<file path="src/rtl/hex_disp_pkg.sv">
// hex_disp_pkg: shared types and helpers for the seven-segment display blocks.
package hex_disp_pkg;
    localparam int NIBBLE_W   = 4;
    localparam int MAX_DIGITS = 8;
    localparam int MAX_W      = NIBBLE_W * MAX_DIGITS;

    typedef logic [NIBBLE_W-1:0] nibble_t;

    // Bit i set when nibbles i..n-1 of v are all zero.
    function automatic logic [MAX_DIGITS-1:0] lz_mask(input logic [MAX_W-1:0] v, input int n);
        logic [MAX_DIGITS-1:0] m;
        logic z;
        m = '0;
        z = 1'b1;
        for (int i = MAX_DIGITS - 1; i >= 0; i--) begin
            if (i < n) begin
                z = z && (v[NIBBLE_W*i +: NIBBLE_W] == '0);
                m[i] = z;
            end
        end
        return m;
    endfunction
endpackage

</file>
<file path="src/rtl/scan_prescaler.sv">
// scan_prescaler: free-running 0..DIV-1 counter emitting a one-cycle dwell tick.
module scan_prescaler #(
    parameter int DIV = 50000
) (
    input  logic clk,
    input  logic reset,
    output logic tick
);
    localparam int W = $clog2(DIV);

    logic [W-1:0] cnt_q;

    assign tick = cnt_q == W'(DIV - 1);

    always_ff @(posedge clk or posedge reset) begin
        if (reset) cnt_q <= '0;
        else       cnt_q <= tick ? '0 : cnt_q + 1'b1;
    end
endmodule

</file>
<file path="src/rtl/hex_scan_driver.sv">
// hex_scan_driver: multiplexed digit scanner with tear-free loads and leading-zero blanking.
module hex_scan_driver
    import hex_disp_pkg::*;
#(
    parameter int NUM_DIGITS = 4,
    parameter int SCAN_DIV   = 50000,
    parameter int LZ_BLANK   = 1
) (
    input  logic                           clk,
    input  logic                           reset,
    input  logic                           load_valid,
    input  logic [NIBBLE_W*NUM_DIGITS-1:0] load_data,
    output logic                           load_ready,
    output nibble_t                        digit_val,
    output logic [NUM_DIGITS-1:0]          digit_sel_n,
    output logic                           digit_blank,
    output logic                           frame_done
);
    localparam int IW = NUM_DIGITS > 1 ? $clog2(NUM_DIGITS) : 1;
    localparam int DW = NIBBLE_W * NUM_DIGITS;
    localparam logic [IW-1:0] LAST = IW'(NUM_DIGITS - 1);

    logic                  tick, wrap, accept;
    logic [IW-1:0]         idx_q, idx_d;
    logic [DW-1:0]         shadow_q, shadow_d, pend_q, pend_d;
    logic                  pend_full_q, pend_full_d;
    nibble_t               val_q, val_d;
    logic [NUM_DIGITS-1:0] sel_q, sel_d;
    logic                  blank_q, blank_d, done_q;
    logic [MAX_DIGITS-1:0] lz;

    scan_prescaler #(.DIV(SCAN_DIV)) u_prescaler (
        .clk   (clk),
        .reset (reset),
        .tick  (tick)
    );

    // Outputs are computed from next-state so they move on the same edge as idx/shadow.
    always_comb begin
        wrap        = tick && idx_q == LAST;
        accept      = load_valid && !pend_full_q;
        idx_d       = tick ? (idx_q == LAST ? '0 : idx_q + 1'b1) : idx_q;
        shadow_d    = (wrap && pend_full_q) ? pend_q : shadow_q;
        pend_d      = accept ? load_data : pend_q;
        pend_full_d = accept || (pend_full_q && !wrap);
        lz          = lz_mask(MAX_W'(shadow_d), NUM_DIGITS);
        val_d       = shadow_d[NIBBLE_W*idx_d +: NIBBLE_W];
        sel_d       = ~(NUM_DIGITS'(1) << idx_d);
        blank_d     = LZ_BLANK != 0 && idx_d != '0 && lz[idx_d];
    end

    always_ff @(posedge clk or posedge reset) begin
        if (reset) begin
            idx_q       <= '0;
            shadow_q    <= '0;
            pend_q      <= '0;
            pend_full_q <= 1'b0;
            val_q       <= '0;
            sel_q       <= ~NUM_DIGITS'(1);
            blank_q     <= 1'b0;
            done_q      <= 1'b0;
        end else begin
            idx_q       <= idx_d;
            shadow_q    <= shadow_d;
            pend_q      <= pend_d;
            pend_full_q <= pend_full_d;
            val_q       <= val_d;
            sel_q       <= sel_d;
            blank_q     <= blank_d;
            done_q      <= wrap;
        end
    end

    assign load_ready  = !pend_full_q;
    assign digit_val   = val_q;
    assign digit_sel_n = sel_q;
    assign digit_blank = blank_q;
    assign frame_done  = done_q;
endmodule

</file>
<file path="config.mk">
export PLATFORM = sky130hd
export DESIGN_NAME = hex_scan_driver
export DESIGN_NICKNAME = d
export VERILOG_FILES = /design/src/rtl/hex_disp_pkg.sv /design/src/rtl/scan_prescaler.sv /design/src/rtl/hex_scan_driver.sv
export SDC_FILE = /design/constraint.sdc
export NUM_CORES = 1
export LEC_CHECK = 0
export BUFFER_PORTS_ARGS = -buffer_cell sky130_fd_sc_hd__buf_4
export CAP_MARGIN = 15
export CELL_PAD_IN_SITES_DETAIL_PLACEMENT = 1
export CELL_PAD_IN_SITES_GLOBAL_PLACEMENT = 1
export CORE_UTILIZATION = 42
export DETAILED_ROUTE_END_ITERATION = 8
export PLACE_DENSITY = 0.77
export SLEW_MARGIN = 20
export SYNTH_ARGS = -nofsm -noshare
export SYNTH_HDL_FRONTEND = slang
export SYNTH_SLANG_ARGS = --single-unit
</file>
<file path="constraint.sdc">
create_clock -name clk -period 2.3 [get_ports clk]
set_clock_uncertainty 0.1 [all_clocks]
set_input_delay 0.115 -clock clk [delete_from_list [all_inputs] [get_ports clk]]
set_output_delay 0.115 -clock clk [all_outputs]
set_load 0.02 [all_outputs]
</file>
# --- Yosys cells after proc, flatten, opt, wreduce, memory -nomap -nowiden ---
# Cells that the tools add are included.
word_totals:
  regBits: 61
  in_bits: 19
  out_inout_bits: 11
  word_cells: 39
op_classes:
  addsub: 2
  n_lt_le_gt_ge: 1
  n_eq_ne: 2
  n_shift: 2
  mux: 6
  bitwise: 1
  reduce_logical: 16
ops:
  columns: ["operator", "count"]
  rows:
  - ["$mux 16", 2]
  - ["$add 16x1->16 const B", 1]
  - ["$eq 16x16->1 const B", 1]
  - ["$logic_not 4->1", 4]
  - ["$shiftx 16x5->4", 1]
  - ["$logic_and 1x1->1", 8]
  - ["$lt 2x4->1 const B", 1]
  - ["$mux 2", 2]
  - ["$not 4->4", 1]
  - ["$shl 1x2->4 const A", 1]
  - ["$add 2x1->2 const B", 1]
  - ["$bmux 1 s2", 1]
  - ["$eq 2x2->1 const B", 1]
  - ["$logic_not 1->1", 2]
  - ["$reduce_bool 2->1", 1]
  - ["$logic_or 1x1->1", 1]
  - ["$mux 1", 1]

# --- Longest topological paths before layout ---
depth:
  word_depth: 11
  ltp_mapped: 9
  mapped_depth_nobuf: 7

# --- Cells and area by module ---
# From an unflattened synthesis, not the netlist that was laid out.
unflattened:
  cells_unflattened: 194
  hier_area_um2: 2593.7
modules_own_cells:
  columns: ["module", "n_inst", "cells_per_inst", "area_each_um2", "seq_area_each_um2"]
  rows:
  - ["hex_scan_driver", 1, 126, 1836.8, 1129.8]
  - ["scan_prescaler", 1, 68, 757.0, 400.4]

# --- Worst setup path after synthesis ---
# Ideal clock, no wire load.
synth_path:
  kind: "register -> register"
  from: "register u_prescaler.cnt_q[0]"
  to: "register val_q[0], in the netlist digit_val[0]"
  t_arrival_ns: 2.188
  t_required_ns: 2.075
  path_slack_ns: -0.113
  path_stages_with_launch: 8
  n_path_buf: 1
  synth_period_minus_slack_ns: 2.413
  path_cell_list: "dfrtp_1 ha_1 and3_4 and4_1 buf_6 mux2i_4 mux4_2 mux2_2"
synth_via:
  elab_chain_cells: 5
  elab_cells_between_ends: 6
synth_rtl:
  columns: ["element", "line_no", "rtl"]
  rows:
  - ["from (decl)", "scan_prescaler.sv:11", "logic [W-1:0] cnt_q;"]
  - ["from (signal assigned)", "scan_prescaler.sv:17", "else cnt_q <= tick ? '0 : cnt_q + 1'b1;"]
  - ["$eq 16x16->1 *", "scan_prescaler.sv:13", "assign tick = cnt_q == W'(DIV - 1);"]
  - ["$logic_and 1x1->1", "hex_scan_driver.sv:40", "wrap = tick && idx_q == LAST;"]
  - ["$logic_and 1x1->1", "hex_scan_driver.sv:43", "shadow_d = (wrap && pend_full_q) ? pend_q : shadow_q;"]
  - ["$mux 16", "hex_scan_driver.sv:43", null]
  - ["$shiftx 16x5->4 *", "hex_scan_driver.sv:47", "val_d = shadow_d[NIBBLE_W*idx_d +: NIBBLE_W];"]
  - ["named net val_d[0]", "hex_scan_driver.sv:27", "nibble_t val_q, val_d;"]
  - ["to (signal assigned)", "hex_scan_driver.sv:67", "val_q <= val_d;"]
  - ["to (decl)", "hex_scan_driver.sv:27", null]
# Mark *: on every way through the listed nets, which the timed path passes. The rest lies on a longest branch.
# A chain may end at the register's enable or synchronous reset.

# --- Worst setup path after layout ---
layout_path:
  from: "register u_prescaler.cnt_q[4]"
  to: "register val_q[2], in the netlist digit_val[2]"
layout_via:
  elab_cells_between_ends: 6
layout_rtl:
  columns: ["element", "line_no", "rtl"]
  rows:
  - ["$eq 16x16->1", "scan_prescaler.sv:13", null]
  - ["$mux 2", "hex_scan_driver.sv:42", "idx_d = tick ? (idx_q == LAST ? '0 : idx_q + 1'b1) : idx_q;"]
  - ["named net idx_d[1]", "hex_scan_driver.sv:24", "logic [IW-1:0] idx_q, idx_d;"]
  - ["$shiftx 16x5->4", "hex_scan_driver.sv:47", null]
  - ["named net val_d[2]", "hex_scan_driver.sv:27", null]
# The timed path passes the listed nets, and every way through them passes these cells.

==> results.cfg <==
[status]
outcome = finished, violations left
violations = negative setup slack

[finish]
area_growth_pct = 38.6
multiInputGateArea_um2 = 1160
diodes = 0
drive_gt1_share_pct = 37.6
stdcell_count = 389
ff_latch_area_um2 = 1530
final_nets = 330
n_fill_cell = 630

[pwr]
leakage_nw = 1.88
power_mw = 2.46
ir_drop_v = 0.000470
p_per_area_nw_per_um2 = 658

[worst_setup_path]
rr_endpoint = digit_val[2]
critPathMaxStageDelay_ps = 410
worstPathCellList = nor4bb_4 > and4_4 > mux2i_4 > buf_6 > inv_6 > buf_6 > mux4_2 > mux2_4
worst-path-max-fanout = 4
crit_slowest_cell = dfrtp_1
r2r_cells = 8
cp.arrival_ps = 2530
cpMostUsedCell = buf_6
critPathBufInv = 3
rrSetupSlack_ps = -100
r2r_start = u_prescaler.cnt_q[4]
required_ps = 2430
critPathTopFamily = multiplexers
crit_path_start_kind = register
endpoint_kind = register
criticalPathCategory = register to register

[floorplanning]
die_area_um2 = 6740
rows = 28
fp.dieW_um = 82.1
initial_core_util_pct = 44.4
io_pins = 30
die_h_um = 82.1
core-area_um2 = 6060

[global_routing]
first_global_vias = 2225
grt_max_degree = 22
grt_first_pass_wirelength_mm = 11.5
grt_overflow = 0
grt_use_total_pct = 24.2
antenna_found_initial = 0

[clock_network]
cts_buffers = 9
cts_tree = done
clk_pin_slew_worst_paths_ps = 70
clock_sinks = 61
clock_latency_ps = 350
cts-htree-levels = 3
cts_root_buf = clkbuf_8
cts_buffer_depth = 2

[placement]
place_ws_ps = -225
placed_cells = 351
hpwl_mm = 4.48
gp_congestion = 0.820
portBuffers = 29

[timing]
rsz0062_at_grt = true
max_freq_ghz = 0.416
min_period_over_period_pct = 104
setup_violations = 4
whs_ps = 241
slew_headroom_pct = 53.9
min_period_ps = 2400
setup_ws_ps = -103
maxSlewViolCount = 0
worstMarginPinSlew_ps = 685
final.setup.tns_ps = -378
hold_violations = 0

[drt]
dr.pass1.iters = 4
dr.first_iter.drc_count = 91
vias = 2041
wl_per_cell_um = 18.6
totalWireLength_mm = 7.22
ant_nets = 0
viasPerCell = 5.25
drcViolationCount = 0

[synth]
ys_seq_area_share_pct = 56.8
yosys_warnings = 0
mappedNetlistArea_um2 = 2690
avgSynthCellArea_um2 = 12.0
ys_seq_elements = 61
synthesis.nets = 246
synthDistinctLibCells = 33
netlist_instances = 225

[job]
max_cap_viol_count = 0

[min_path]
hp-class = input pin to asynchronous set/reset pin
## layout by cell type, fill, tap and decap left out, drive strengths merged, types with 5 or more instances in the layout
master	Yosys	layout
xor2	9	9
mux4	8	8
buf	2	63
mux2	20	20
xnor2	5	5
clkbuf	6	10
nand3	8	8
and3	6	6
nand2	58	58
dlygate4sd3	0	18
nor4	7	7
dfrtp	58	58
nor2	14	14
## power breakdown
part           internal, mW  switching, mW  leakage (nW)
registers              1.11         0.0422         0.797
logic                0.0774         0.0421         0.961
clock network         0.747          0.442         0.119
total                  1.93          0.526          1.88
## cell usage after synthesis
master / number / area, um2
dfrtp_1: 58 / 1450
nand2_1: 58 / 218
mux2_2: 20 / 225
nor2_1: 14 / 52.6
xor2_1: 9 / 78.8
nand3_1: 7 / 35.0
nor4_1: 7 / 43.8
clkbuf_1: 6 / 22.5
and3_1: 5 / 31.3
mux4_2: 5 / 113
xnor2_1: 5 / 43.8
dfstp_2: 3 / 78.8
mux4_1: 3 / 78.8
and2_1: 2 / 12.5
ha_1: 2 / 25.0
inv_1: 2 / 7.51
mux2i_1: 2 / 20.0
nor2b_1: 2 / 12.5
a32o_1: 1 / 10.0
and3_4: 1 / 11.3
and4_1: 1 / 8.76
and4bb_1: 1 / 12.5
buf_1: 1 / 3.75
buf_6: 1 / 11.3
clkinv_1: 1 / 3.75
inv_6: 1 / 8.76
mux2i_4: 1 / 22.5
nand3_2: 1 / 10.0
nand4_1: 1 / 6.26
nor3b_1: 1 / 7.51
nor4b_1: 1 / 8.76
nor4bb_1: 1 / 10.0
o211ai_1: 1 / 7.51
## kinds of logic after synthesis
| kind of cell | synth area share, % |
|---|---|
| AND/OR/NAND/NOR | 17.8 |
| flip-flops | 56.8 |
| multiplexers | 17.1 |
| XOR/XNOR | 4.55 |
| buffers and inverters | 2.14 |
| AO/OA/AOI/OAI | 0.651 |
| adder cells (fa/ha/maj) | 0.929 |
## through the flow
step           area (um2)  util (%)
4_1_cts              3680      60.8
5_1_grt              3730      61.6
3_3_place_gp         3190      52.7
2_1_floorplan        2700         -
6_report             3730      61.6
3_5_place_dp         3190      52.7
## worst reg2reg max path: cells and delay by family, from the launching register on
| kind | cells | cell delay, ps |
|---|---|---|
| muxes | 3 | 870 |
| and+or+nand+nor | 2 | 610 |
| DFF | 1 | 410 |
| buffers and inverters | 3 | 310 |
## what timing repair did
| action | in CTS | in global routing |
|---|---|---|
| endpoints found under the setup margin | 5 | 5 |
| gates resized for setup | 12 | 7 |
| pin swaps | 2 | 0 |
| hold endpoints to repair | 35 | 0 |
| hold buffers | 18 | 0 |
| buffers inserted | 3 | 1 |
## cell type report
class / instances / area share (%)
clock buffers: 10 / 3.69
inverters: 4 / 0.536
flip-flops and latches: 61 / 41.0
well taps: 75 / 2.51
clock inverters: 6 / 2.95
multi-input cells: 152 / 31.1
repair buffers: 81 / 18.2
## state kept, by name, indices dropped and copies added (netlist names)
| register | cells |
|---|---|
| pend_q | 16 |
| frame_done | 1 |
| digit_sel_n | 4 |
| digit_val | 4 |
| pend_full_q | 1 |
| digit_blank | 1 |
| u_prescaler.cnt_q | 16 |
| idx_q | 2 |
| shadow_q | 16 |
## how the worst max path moves through the flow
stage	startpoint	to	slack [ps]	cells after the start
2_1_floorplan	u_prescaler.cnt_q[0]	digit_val[0]	-100	7
3_3_place_gp	u_prescaler.cnt_q[5]	digit_val[2]	-120	5
3_5_place_dp	u_prescaler.cnt_q[7]	digit_val[2]	-220	5
4_1_cts	u_prescaler.cnt_q[4]	digit_val[2]	-130	8
5_1_grt	u_prescaler.cnt_q[4]	digit_val[1]	-190	7
6_report	u_prescaler.cnt_q[4]	digit_val[2]	-100	8
## metal layers
metal	wire (um)	track usage [%]	up-vias	share of wire, %
li1	-	-	939	-
met1	3170	30.8	1025	44
met2	3560	38.5	56	49
met3	242	4.78	21	3.4
met4	253	13.3	0	3.5
met5	0	0	-	0
(Power assumes the default switching activity.)
